`config.mk`:
```
export PLATFORM = sky130hd
export DESIGN_NAME = booth_mult_seq
export DESIGN_NICKNAME = d
export VERILOG_FILES = /design/src/rtl/mult_pkg.sv /design/src/rtl/booth_mult_datapath.sv /design/src/rtl/booth_mult_seq.sv
export SDC_FILE = /design/constraint.sdc
export NUM_CORES = 1
export LEC_CHECK = 0
export BUFFER_PORTS_ARGS = -buffer_cell sky130_fd_sc_hd__buf_4
export CAP_MARGIN = 0
export CORE_AREA = 2 2 77 79
export DETAILED_ROUTE_END_ITERATION = 6
export DIE_AREA = 0 0 79 81
export PLACE_DENSITY_LB_ADDON = 0.3
export SLEW_MARGIN = 10
export SYNTH_ARGS = -nofsm -noshare
export SYNTH_HDL_FRONTEND = slang
export SYNTH_SLANG_ARGS = --single-unit
```
`constraint.sdc`:
```
create_clock -name clk -period 2.45 [get_ports clk]
set_clock_uncertainty 0.2 [all_clocks]
set_input_delay 0.49 -clock clk [delete_from_list [all_inputs] [get_ports clk]]
set_output_delay 0.49 -clock clk [all_outputs]
set_load 0.02 [all_outputs]
```
`src/rtl/mult_pkg.sv`:
```
// Shared definitions for the radix-2 Booth sequential multiplier.
// Contents:
//   state_e      - controller states (idle, Booth stepping, result/done cycle)
//   BoothAdd/Sub - {Q[0], Q-1} recode patterns that add or subtract the multiplicand
//   cnt_width()  - step-counter width for a given operand width
package mult_pkg;

    typedef enum logic [1:0] {
        StIdle = 2'd0,
        StCalc = 2'd1,
        StDone = 2'd2
    } state_e;

    localparam logic [1:0] BoothAdd = 2'b01;
    localparam logic [1:0] BoothSub = 2'b10;

    // The counter must hold 0..N, so this width is always sufficient.
    function automatic int unsigned cnt_width(input int unsigned n);
        return $clog2(n + 2);
    endfunction

endpackage

```
`src/rtl/booth_mult_datapath.sv`:
```
// Booth multiplier datapath: multiplicand (M), accumulator (Acc), multiplier (Q),
// the Q-1 bit, the add/sub unit, the arithmetic shifter and the product register.
// Ports:
//   clk_i, rst_ni   - clock, asynchronous active-low reset
//   load_i          - capture operands and clear Acc/Q-1
//   step_i          - run one Booth step (recode, add/sub, arithmetic shift)
//   latch_i         - capture the product into s_o; asserted together with the
//                     final step_i so the stored value includes that step
//   signed_i        - operand interpretation used at load
//   a_i, b_i        - multiplicand and multiplier
//   s_o             - registered 2N-bit product
module booth_mult_datapath
    import mult_pkg::*;
#(
    parameter int unsigned N = 8
) (
    input  logic             clk_i,
    input  logic             rst_ni,
    input  logic             load_i,
    input  logic             step_i,
    input  logic             latch_i,
    input  logic             signed_i,
    input  logic [N-1:0]     a_i,
    input  logic [N-1:0]     b_i,
    output logic [2*N-1:0]   s_o
);

    logic [N+1:0]   m_q, m_d;
    logic [N+1:0]   acc_q, acc_d;
    logic [N:0]     q_q, q_d;
    logic           qm1_q, qm1_d;
    logic [2*N-1:0] s_q, s_d;

    logic [N+1:0]   acc_sum;
    logic [N+1:0]   acc_sh;
    logic [N:0]     q_sh;
    logic           qm1_sh;
    logic           a_ext, b_ext;

    // Extension bit: sign in signed mode, zero otherwise. Treating both modes as
    // (N+1)-bit two's complement lets one Booth sequence serve both.
    assign a_ext = signed_i & a_i[N-1];
    assign b_ext = signed_i & b_i[N-1];

    always_comb begin
        acc_sum = acc_q;
        case ({q_q[0], qm1_q})
            BoothAdd: acc_sum = acc_q + m_q;
            BoothSub: acc_sum = acc_q - m_q;
            default:  acc_sum = acc_q;
        endcase

        // Arithmetic right shift of {Acc, Q, Q-1}, replicating the Acc MSB.
        {acc_sh, q_sh, qm1_sh} = {acc_sum[N+1], acc_sum, q_q};

        m_d   = m_q;
        acc_d = acc_q;
        q_d   = q_q;
        qm1_d = qm1_q;
        s_d   = s_q;

        if (load_i) begin
            m_d   = {a_ext, a_ext, a_i};
            acc_d = '0;
            q_d   = {b_ext, b_i};
            qm1_d = 1'b0;
        end else if (step_i) begin
            acc_d = acc_sh;
            q_d   = q_sh;
            qm1_d = qm1_sh;
        end

        // Low 2N bits of the post-shift {Acc, Q}.
        if (latch_i) begin
            s_d = {acc_sh[N-2:0], q_sh};
        end
    end

    always_ff @(posedge clk_i or negedge rst_ni) begin
        if (!rst_ni) begin
            m_q   <= '0;
            acc_q <= '0;
            q_q   <= '0;
            qm1_q <= 1'b0;
            s_q   <= '0;
        end else begin
            m_q   <= m_d;
            acc_q <= acc_d;
            q_q   <= q_d;
            qm1_q <= qm1_d;
            s_q   <= s_d;
        end
    end

    assign s_o = s_q;

endmodule

```
`src/rtl/booth_mult_seq.sv`:
```
// Sequential radix-2 Booth multiplier, N-bit operands, 2N-bit product.
// Controller (FSM + step counter) lives here; arithmetic is in booth_mult_datapath.
// A product takes N+1 Booth steps; done pulses one cycle, N+1 cycles after accept.
// Ports:
//   clk, reset_n   - rising-edge clock, asynchronous active-low reset
//   start          - request; only honoured in idle
//   signed_mode    - 1: two's complement operands, 0: unsigned (captured with start)
//   A_in, B_in     - multiplicand, multiplier (captured with start)
//   busy           - high while calculating and during the done cycle
//   done           - one-cycle completion pulse (registered)
//   S              - product, held until the next completion
module booth_mult_seq
    import mult_pkg::*;
#(
    parameter int unsigned N = 8
) (
    input  logic             clk,
    input  logic             reset_n,
    input  logic             start,
    input  logic             signed_mode,
    input  logic [N-1:0]     A_in,
    input  logic [N-1:0]     B_in,
    output logic             busy,
    output logic             done,
    output logic [2*N-1:0]   S
);

    localparam int unsigned      CntW    = cnt_width(N);
    localparam logic [CntW-1:0]  LastCnt = CntW'(N);

    state_e          state_q;
    logic [CntW-1:0] cnt_q;
    logic            done_q;

    logic load, step, latch;

    always_comb begin
        load  = (state_q == StIdle) && start;
        step  = (state_q == StCalc);
        // Final step (N+1) happens when the counter reads N.
        latch = step && (cnt_q == LastCnt);
    end

    always_ff @(posedge clk or negedge reset_n) begin
        if (!reset_n) begin
            state_q <= StIdle;
            cnt_q   <= '0;
            done_q  <= 1'b0;
        end else begin
            done_q <= 1'b0;
            unique case (state_q)
                StIdle: begin
                    if (start) begin
                        state_q <= StCalc;
                        cnt_q   <= '0;
                    end
                end
                StCalc: begin
                    cnt_q <= cnt_q + 1'b1;
                    if (cnt_q == LastCnt) begin
                        state_q <= StDone;
                        done_q  <= 1'b1;
                    end
                end
                StDone: begin
                    state_q <= StIdle;
                end
                default: begin
                    state_q <= StIdle;
                end
            endcase
        end
    end

    booth_mult_datapath #(
        .N (N)
    ) u_datapath (
        .clk_i    (clk),
        .rst_ni   (reset_n),
        .load_i   (load),
        .step_i   (step),
        .latch_i  (latch),
        .signed_i (signed_mode),
        .a_i      (A_in),
        .b_i      (B_in),
        .s_o      (S)
    );

    assign busy = (state_q != StIdle);
    assign done = done_q;

endmodule

```
# Yosys cells after proc, flatten, opt, wreduce, memory -nomap -nowiden
# Cells that the tools add are included.
# totals
rom_bits	0
latchBits	0
ramBits	0
regBits	52
output_inout_bits	18
wordCells	41
mem_count	0
# classes
n_mul	0
n_shift	0
bitwise	2
n_reduce_logical	8
eq_ne	6
order_cmp	0
muxes	14
n_addsub	3
div	0
# ops
op	count
$mux W10	2
$pmux W10 S2	1
$mux W9	2
$add A10 B10 Y10	1
$sub A10 B10 Y10	1
$pmux W4 S2	1
$reduce_bool A2 Y1	3
$add A4 B1 Y4 const B	1
$eq A2 B1 Y1 const B	2
$eq A4 B4 Y1 const B	1
$mux W1	4
$mux W2	2
$mux W4	1
$pmux W2 S2	1
$reduce_and A2 Y1	2
$and A1 B1 Y1	2
$eq A2 B2 Y1 const B	1
$logic_and A1 B1 Y1	2
$logic_not A2 Y1	1
$ne A2 B1 Y1 const B	1
$ne A2 B2 Y1 const B	1

# Depth between registers and ports, before layout
# Gate-level depths: netlist of run 1.
# depth
ltp_word	4
ltp_mapped	12
depth_no_buf	12

# By module
# Synthesis of run 1 repeated with hierarchy kept, for this count alone.
# hier_totals
hier_cells	288
area_unflattened_um2	2840.2
# by_module_without_submodules
module	instances	cells_per_inst	area_per_inst_um2	seq_area_each_um2
booth_mult_datapath	1	256	2499.9	1101.1
booth_mult_seq	1	32	340.3	175.2

# Least setup slack after synthesis of run 1
# Ideal clock, no wire load.
# synth_path
path_type	reg-to-reg
from	register u_datapath.qm1_q
to	register u_datapath.acc_q[7]
arrival_ns	2.398
required_time_ns	2.128
setup_slack_ns	-0.269
path_buffers	1
stages_incl_launch_ff	12
cell_sequence	dfrtp_1 inv_1 ha_1 clkbuf_1 mux2_2 fa_1 nor2b_1 o21a_1 o21ai_0 a31oi_1 mux2i_1 nand2_1
# synth_between
elab_chain_len	4
word_cells_on_any_way	5
classes_between	eq/ne (2); mux (3)
# synth_rtl
element	line	text
start, declared	booth_mult_datapath.sv:31	logic qm1_q, qm1_d;
start signal, assigned	booth_mult_datapath.sv:90	qm1_q <= qm1_d;
$eq A2 B2 Y1 or $eq A2 B1 Y1 (tied branches)	booth_mult_datapath.sv:47	case ({q_q[0], qm1_q})
$pmux W10 S2 *	booth_mult_datapath.sv:47	
$mux W10 *	booth_mult_datapath.sv:67	end else if (step_i) begin
$mux W10 *	booth_mult_datapath.sv:62	if (load_i) begin
end signal, assigned	booth_mult_datapath.sv:82	acc_q <= '0;
end signal, assigned	booth_mult_datapath.sv:88	acc_q <= acc_d;
end, declared	booth_mult_datapath.sv:29	logic [N+1:0] acc_q, acc_d;
# Every way passes the cells marked *; elsewhere a longest branch is shown, timed or not. The select of a mux whose other input is x is not followed.
# A chain may end at the register's enable or synchronous reset.

# Worst setup path in the final report of run 1
# layout_path
from	register u_datapath.m_q[0]
to	register u_datapath.acc_q[6]
# layout_between
elab_chain_len	4
word_cells_on_any_way	5
classes_between	add/sub (2); mux (3)
# layout_rtl
element	line	text
start, declared	booth_mult_datapath.sv:28	logic [N+1:0] m_q, m_d;
start signal, assigned	booth_mult_datapath.sv:87	m_q <= m_d;
$sub A10 B10 Y10 or $add A10 B10 Y10 (tied branches)	booth_mult_datapath.sv:49, booth_mult_datapath.sv:48	
$pmux W10 S2 *	booth_mult_datapath.sv:47	
$mux W10 *	booth_mult_datapath.sv:67	
$mux W10 *	booth_mult_datapath.sv:62	
# Marked as above.

==> results of run 1 <==
[area by class of cell]
type | count | area (sq um)
fill | 482 | 2090
tap | 75 | 93.8
timing repair buffer | 71 | 544
multi-input combinational | 224 | 1540
clock inverter | 3 | 15.0
sequential | 51 | 1280
clock buffer | 5 | 68.8
inverter | 11 | 41.3
[worst max-delay path by stage]
stage	slack, ns	depth (start not counted)	endpoint
after floorplan	-0.04	12	u_datapath.s_o[13]$_DFFE_PN0P_
after global placement	-0.14	12	u_datapath.acc_q[6]$_DFFE_PN0P_
after detailed placement	-0.19	12	u_datapath.acc_q[6]$_DFFE_PN0P_
after CTS	-0.16	12	u_datapath.acc_q[6]$_DFFE_PN0P_
after global routing	-0.32	11	u_datapath.acc_q[6]$_DFFE_PN0P_
final	-0.20	11	u_datapath.acc_q[6]$_DFFE_PN0P_
[metrics by stage]
stage                     util [%]  cells
after CTS                     62.5    437
final                         63.1    440
after detailed placement      58.4    422
after floorplan                  -    299
after global placement        58.4    422
after global routing          63.1    440
[logic make-up after synthesis]
family | after synthesis | synth area share, %
and+or+nand+nor | 120 | 20.8
muxes | 5 | 1.93
AOI/OAI and AO/OA | 73 | 16.5
buffers and inverters | 24 | 3.40
adders and majority gates | 14 | 6.70
DFF | 51 | 46.8
xor gates and xnor gates | 12 | 3.86
[synth_stat cells, types with 2 or more instances]
cell      number  share of area (%)
ha_1          13                6.0
clkbuf_1      11                1.5
o21a_1         2               0.55
a32oi_1        2               0.64
o21ai_1       14                2.6
nand2b_1       5                1.1
inv_1         10                1.4
or3b_1         2               0.64
buf_2          2               0.37
a22o_1         2               0.64
nand3_1       10                1.8
mux2_2         2               0.83
a31oi_1        2               0.46
nor3_1         7                1.3
nand2_1       63                8.7
mux2i_1        3                1.1
a21oi_1       15                2.8
nand3b_1       2               0.55
xnor2_1       10                3.2
nor2_1        17                2.3
a22oi_1        7                1.9
xor2_1         2               0.64
dfrtp_1       51                 47
nor2b_1        5                1.1
nor3b_1        3               0.83
a211oi_1       2               0.55
o21ai_0       19                3.5
a21oi_2        2               0.64
[repair_timing]
action | 4_1_cts | 5_1_grt
setup buffers | 7 | 3
resized for setup | 19 | 4
setup endpoints to repair | 10 | 12
pin swaps | 19 | 11
gates cloned | 0 | 0
[state kept, by name (all words and copies together), names as in the netlist]
name	cells
cnt_q	4
done	1
state_q	2
u_datapath.acc_q	9
u_datapath.m_q	9
u_datapath.q_q	9
u_datapath.qm1_q	1
u_datapath.s_o	16
[critical path: cells and delay by family, from the launching register on]
| kind | cells | cell delay, ns |
|---|---|---|
| compound gates | 3 | 0.36 |
| xor+xnor | 2 | 0.24 |
| fa+ha+maj | 2 | 0.35 |
| buf+inv | 1 | 0.09 |
| flops | 1 | 0.42 |
| mux | 1 | 0.23 |
| simple gates | 2 | 0.63 |
[per-layer routing]
| layer | GRT usage (%) | vias to the layer above | share of wire (%) |
|---|---|---|---|
| met5 | 0 | - | 0 |
| met4 | 7.41 | 0 | 1.8 |
| met3 | 3.33 | 10 | 4.2 |
| met1 | 28.5 | 1145 | 44 |
| met2 | 35.5 | 53 | 50 |
| li1 | - | 1155 | - |
==> qor.yml, run 1 <==
layout_min_cycle_time_ns: 2.65
yosysSeqAreaShare_pct: 46.8
numCtsBuffers: 5
synth_area_per_cell_sq_um: 9.11
ios: 38
critPathArrivalTime_ns: 2.62
core_area_sq_um: 5680
finalInstanceArea_sq_um: 3580
dp_slack_ns: -0.192
slew_headroom_pct: 57.1
port-buffer-count: 37
yosysWarnings: 0
r2r-start: "u_datapath.m_q[0]$_DFFE_PN0P_"
routed_wl_um: 6570
clockBufferDepth: 2
cap_violations: 0
drtIter0Drc: 129
die-area_sq_um: 6400
cts.clk_slew.worst_paths_ns: 0.10
initial_core_util_pct: 48.0
cts_sinks: 51
ys_types: 42
grt_max_degree: 52
avgRoutedWirePerCell_um: 14.9
layout-drive-gt1-share_pct: 32.9
antenna_found_initial: 0
slew_viol_final: 0
ant_nets: 0
gp_congestion: 0.847
grt_pass1_wl_um: 10600
fin_setup_tns_ns: -1.26
hold_ws_ns: 0.00881
cp-startpoint: "u_datapath.m_q[0]$_DFFE_PN0P_"
rows: 28
cts_tree: "done"
rsz0062_at_grt: "yes"
hold_viol_final: 0
r2r_end: "u_datapath.acc_q[6]$_DFFE_PN0P_"
max_freq_mhz: 378
violations: "setup timing"
clock_latency_ns: 0.30
syn-num-nets: 333
r2r_slack_ns: -0.20
dp_hpwl_um: 4550
path_max_fanout: 3
firstDrtPassIters: 4
area_delta_synth_final_pct: 31.5
path_common_cell: "xnor2_1"
worstPathCellList: "inv_2, ha_4, nor3b_4, a21oi_2, xnor2_1, ha_2, or3_4, o31ai_4, xnor2_1, mux2i_1, o21ai_1"
vias: 2363
status: "finished with violations"
hold_class: "in -> async"
final_common_cell: "buf_4"
synthArstFlopShare_pct: 100
final_cell_mix: "buf_4, nand2_1, dfrtp_1, o21ai_0, nor2_1"
cts_root_buf: "clkbuf_8"
final_net_count: 398
placed_area_sq_um: 3320
drc: 0
end_kind: "flip-flop"
synth_edf_count: 0
worst_pin_slew_ns: 0.644
synth_area_sq_um: 2730
syn_inst: 299
startpoint_type: "flip-flop"
overflow: 0
critical_path.max_stage_delay_ns: 0.42
die_x_um: 79
grt_pass1_vias: 2269
timing.final.ws_setup_ns: -0.197
setup_viol: 10
cts_hold_buf: 0
antennaDiodeCount: 0
crit_type: "reg -> reg"
ys_ff_latch: 51
crit_slowest_cell: "dfrtp_1"
post_drt_via_cell_ratio: 5.37
crit_required_ns: 2.42
synth_flop_cell: "dfrtp_1"
grt_usage_pct: 21.3
die-height_um: 81
r2r_cells: 11
cts_max_level: 2
fin_crit_sh_pct: 108
Power of run 1 is not shown: default switching activity piles up to over one toggle a cycle in this logic, so the estimate is an artifact.
==> inputs of run 2 (changes only) <==
Settings changed: CELL_PAD_IN_SITES_DETAIL_PLACEMENT set to 0, CELL_PAD_IN_SITES_GLOBAL_PLACEMENT set to 1, CORE_AREA 2 2 77 79 to 2 2 87 89, DIE_AREA 0 0 79 81 to 0 0 89 91.
==> qor.yml, run 2 (synthesized netlist as in run 1, its figures left out) <==
status: "finished with violations"
violations: "hold timing, setup timing"
startpoint_type: "flip-flop"
finalInstanceArea_sq_um: 3640  # +1.7%
r2r_slack_ns: -0.14  # +0.06 ns
die-height_um: 91  # +12%
drc: 0  # unchanged
dp_hpwl_um: 4550  # +0.19%
cts_hold_buf: 0  # unchanged
fin_setup_tns_ns: -0.711  # +0.547 ns
hold_ws_ns: -0.00108  # -0.00989 ns
clock_latency_ns: 0.30  # about the same
fill_cells: 713  # +48%
antenna_found_initial: 0  # unchanged
numCtsBuffers: 5  # unchanged
placed_area_sq_um: 3340  # +0.68%
final_net_count: 398  # unchanged
worstPathCellList: "buf_6, buf_4, buf_4, ha_1, fa_2, nor2b_4, o21a_1, o21ai_0, a31oi_1, mux2i_1, nand2_1"
path_buf_inv: 3  # +2
cp_top_family: "adder cells"
grt_usage_pct: 16.8  # -4.5 points
timing.final.ws_setup_ns: -0.135  # +0.0615 ns
post_drt_via_cell_ratio: 4.97  # -7.4%
ant_nets: 0  # unchanged
routed_wl_um: 6440  # -2.0%
layout_min_cycle_time_ns: 2.59  # -0.0615 ns
vias: 2307  # -2.4%
critical_path.max_stage_delay_ns: 0.40  # -0.02 ns
final_cell_mix: "buf_4, nand2_1, dfrtp_1, o21ai_1, o21ai_0"
avgRoutedWirePerCell_um: 13.9  # -7.1%
multi_input_comb_area_sq_um: 1520  # -1.3%
fin_crit_sh_pct: 106  # -2.5 points
end_kind: "flip-flop"
r2r_cells: 11  # unchanged
layout-drive-gt1-share_pct: 32.9  # unchanged
r2r-start: "u_datapath.m_q[0]$_DFFE_PN0P_"
grt_pass1_wl_um: 10800  # +1.8%
path_common_cell: "buf_4"
cap_violations: 0  # unchanged
hold_class: "in -> async"
rsz0062_at_grt: "yes"
gp_congestion: 0.825  # -2.5%
initial_core_util_pct: 38.2  # -9.8 points
port-buffer-count: 37  # unchanged
area_delta_synth_final_pct: 33.7
hold_viol_final: 1  # +1
path_max_fanout: 3  # unchanged
worst_pin_slew_ns: 0.648  # +0.00403 ns
grt_pass1_vias: 2286  # +0.75%
die_x_um: 89  # +13%
clockBufferDepth: 2  # unchanged
r2r_end: "u_datapath.acc_q[7]$_DFFE_PN0P_"
cts_max_level: 2  # unchanged
cts_tree: "done"
drtIter0Drc: 79  # -39%
firstDrtPassIters: 4  # unchanged
seq_area_sq_um: 1280  # unchanged
core_area_sq_um: 7140  # +26%
cts_root_buf: "clkbuf_8"
grt_max_degree: 52  # unchanged
crit_type: "reg -> reg"
max_freq_mhz: 387  # +2.4%
final_common_cell: "buf_4"
die-area_sq_um: 8100  # +27%
slew_headroom_pct: 56.8  # -0.27 points
ios: 38  # unchanged
cts.clk_slew.worst_paths_ns: 0.10  # about the same
overflow: 0  # unchanged
antennaDiodeCount: 0  # unchanged
rows: 31  # +11%
slew_viol_final: 0  # unchanged
critPathArrivalTime_ns: 2.58  # -0.04 ns
crit_required_ns: 2.44  # +0.02 ns
crit_slowest_cell: "dfrtp_1"
setup_viol: 8  # -2
largest_reg_flops: 16  # unchanged
cts_sinks: 51  # unchanged
## run 2: how the worst max path moves through the flow
stage	slack (ns)	endpoint	cells past startpoint	from
4_1_cts	-0.14	u_datapath.s_o[13]$_DFFE_PN0P_	11	u_datapath.m_q[0]$_DFFE_PN0P_
5_1_grt	-0.27	u_datapath.acc_q[6]$_DFFE_PN0P_	11	u_datapath.m_q[0]$_DFFE_PN0P_
3_5_place_dp	-0.19	u_datapath.acc_q[6]$_DFFE_PN0P_	12	u_datapath.m_q[1]$_DFFE_PN0P_
3_3_place_gp	-0.21	u_datapath.s_o[14]$_DFFE_PN0P_	11	u_datapath.qm1_q$_DFFE_PN0P_
6_report	-0.14	u_datapath.acc_q[7]$_DFFE_PN0P_	11	u_datapath.m_q[0]$_DFFE_PN0P_
2_1_floorplan	-0.04	u_datapath.s_o[13]$_DFFE_PN0P_	12	u_datapath.qm1_q$_DFFE_PN0P_
## run 2: layout make-up
class	instances	area share, %
Clock buffer	5	1.89
Clock inverter	3	1.85
Inverter	11	1.13
Multi-Input combinational cell	224	41.8
Sequential cell	51	35.0
Tap cell	99	3.40
Timing Repair Buffer	71	14.9
## run 2: per-layer routing
layer | global-route usage, % | wire length, um | vias to the layer above
met1 | 23.1 | 2920 | 1109
li1 | - | - | 1157
met4 | 4.23 | 80 | 0
met2 | 27.2 | 3230 | 33
met5 | 0 | 0 | -
met3 | 3.18 | 209 | 8
## run 2: timing repair
item,4_1_cts,5_1_grt
resized for setup,14,10
buffers inserted,6,5
endpoints found under the setup margin,10,12
pin swaps,19,8
hold endpoints to repair,0,0
## run 2: through the flow
stage               setup slack (ns)  hold slack (ns)  cells  util (%)
floorplan                    -0.0428         -0.00559    299         -
global placement              -0.208            0.261    445      46.8
detailed placement            -0.186            0.264    445      46.8
CTS                           -0.137           0.0225    459      50.2
global route                  -0.275           0.0453    464      51.1
finish                        -0.135         -0.00108    464      51.1
Power of run 2 is left out for the same reason.
==> inputs of run 3 (changes only) <==
Settings changed: PLACE_DENSITY set to 0.76, PLACE_DENSITY_LB_ADDON 0.3 to not set.
==> qor.yml, run 3 (synthesized netlist as in run 1, its figures left out) <==
grt_pass1_vias: 2302  # +0.70%
largest_reg_flops: 16  # unchanged
max_freq_mhz: 382  # -1.2%
dp_hpwl_um: 4640  # +1.9%
cts_tree: "done"
worstPathCellList: "inv_2, ha_4, buf_4, nor2_4, xnor2_2, ha_4, nor2b_4, o21a_1, o211a_1, a211oi_2, xor2_1, a21oi_1"
cp_top_family: "compound AO/OA/AOI/OAI gates"
ios: 38  # unchanged
ant_nets: 0  # unchanged
cts_sinks: 51  # unchanged
grt_pass1_wl_um: 11100  # +2.4%
timing.final.ws_setup_ns: -0.167  # -0.0314 ns
layout-drive-gt1-share_pct: 35.2  # +2.3 points
worst_pin_slew_ns: 0.666  # +0.0183 ns
firstDrtPassIters: 4  # unchanged
gp_congestion: 0.823  # -0.25%
path_common_cell: "ha_4"
grt_usage_pct: 17.6  # +0.81 points
hold_viol_final: 0  # -1
avgRoutedWirePerCell_um: 14.4  # +3.6%
setup_viol: 10  # +2
cts_max_level: 2  # unchanged
cap_violations: 0  # unchanged
numCtsBuffers: 5  # unchanged
cp-startpoint: "u_datapath.m_q[1]$_DFFE_PN0P_"
cts.clk_slew.worst_paths_ns: 0.09  # about the same
final_cell_mix: "buf_4, nand2_1, dfrtp_1, o21ai_1, o21ai_0"
dp_cells: 446  # +0.22%
post_drt_via_cell_ratio: 4.97  # about the same
rows: 31  # unchanged
core_area_sq_um: 7140  # unchanged
final_cells: 463  # -0.22%
crit_slowest_cell: "dfrtp_1"
path_buf_inv: 2  # -1
status: "finished with violations"
violations: "setup timing"
startpoint_type: "flip-flop"
area_delta_synth_final_pct: 34.9
crit_type: "reg -> reg"
dp_slack_ns: -0.187  # -0.000778 ns
die-height_um: 91  # unchanged
r2r-start: "u_datapath.m_q[1]$_DFFE_PN0P_"
cts_hold_buf: 0  # unchanged
critPathArrivalTime_ns: 2.61  # +0.03 ns
path_max_fanout: 4  # +1
end_kind: "flip-flop"
utilization_pct: 51.5  # +0.44 points
grt_max_degree: 52  # unchanged
initial_core_util_pct: 38.2  # unchanged
layout_min_cycle_time_ns: 2.62  # +0.0314 ns
slew_headroom_pct: 55.6  # -1.2 points
drc: 0  # unchanged
antennaDiodeCount: 0  # unchanged
clockBufferDepth: 2  # unchanged
die_x_um: 89  # unchanged
clock_latency_ns: 0.31  # about the same
antenna_found_initial: 0  # unchanged
crit_required_ns: 2.44  # about the same
hold_class: "in -> async"
critical_path.max_stage_delay_ns: 0.40  # about the same
rsz0062_at_grt: "yes"
final_net_count: 397  # -0.25%
port-buffer-count: 37  # unchanged
cts_root_buf: "clkbuf_8"
slew_viol_final: 0  # unchanged
routed_wl_um: 6660  # +3.4%
drtIter0Drc: 62  # -22%
final_common_cell: "buf_4"
vias: 2301  # -0.26%
fin_crit_sh_pct: 107  # +1.3 points
overflow: 0  # unchanged
die-area_sq_um: 8100  # unchanged
run 3: area by class of cell:
cell class / count / area (sq um)
fillers: 700 / 3460
multi-input cells: 224 / 1580
flip-flops and latches: 51 / 1280
repair buffers: 70 / 537
well taps: 99 / 124
clock buffers: 5 / 68.8
clock inverters: 3 / 43.8
inverters: 11 / 41.3
run 3: timing repair:
item / in CTS / in global routing
gates resized for setup: 18 / 18
pin swaps: 18 / 22
setup endpoints to repair: 10 / 14
endpoints found under the hold margin: 0 / 0
buffers inserted: 5 / 4
run 3: worst paths after layout:
| path | to | slack [ns] | cells past startpoint |
|---|---|---|---|
| max | u_datapath.s_o[14]$_DFFE_PN0P_ | -0.17 | 12 |
| min | u_datapath.s_o[1]$_DFFE_PN0P_ | 0.001 | 1 |
| max reg2reg | u_datapath.s_o[14]$_DFFE_PN0P_ | -0.17 | 12 |
| min reg2reg | cnt_q[3]$_DFFE_PN0P_ | 0.28 | 1 |
| max in group asynchronous | u_datapath.m_q[2]$_DFFE_PN0P_ | 1.55 | 1 |
| min in group clk | u_datapath.m_q[2]$_DFFE_PN0P_ | 0.17 | 3 |
run 3: per-stage QoR:
stage / TNS [ns] / instance area [sq um] / hold WS (ns)
2_1_floorplan: -0.198 / 2830 / -0.00559
3_3_place_gp: -0.958 / 3350 / 0.263
3_5_place_dp: -1.16 / 3350 / 0.263
4_1_cts: -0.902 / 3580 / 0.0317
5_1_grt: -2.26 / 3680 / 0.0713
6_report: -1.08 / 3680 / 0.00132
run 3: per-layer routing:
metal	vias to the layer above	track usage (%)	routed length, um	part of all wire, %
met4	0	3.73	62	0.93
li1	1152	-	-	-
met3	5	3.18	164	2.5
met1	1117	24.3	3040	46
met5	-	0	0	0
met2	27	28.7	3390	51
Power of run 3 is left out for the same reason.
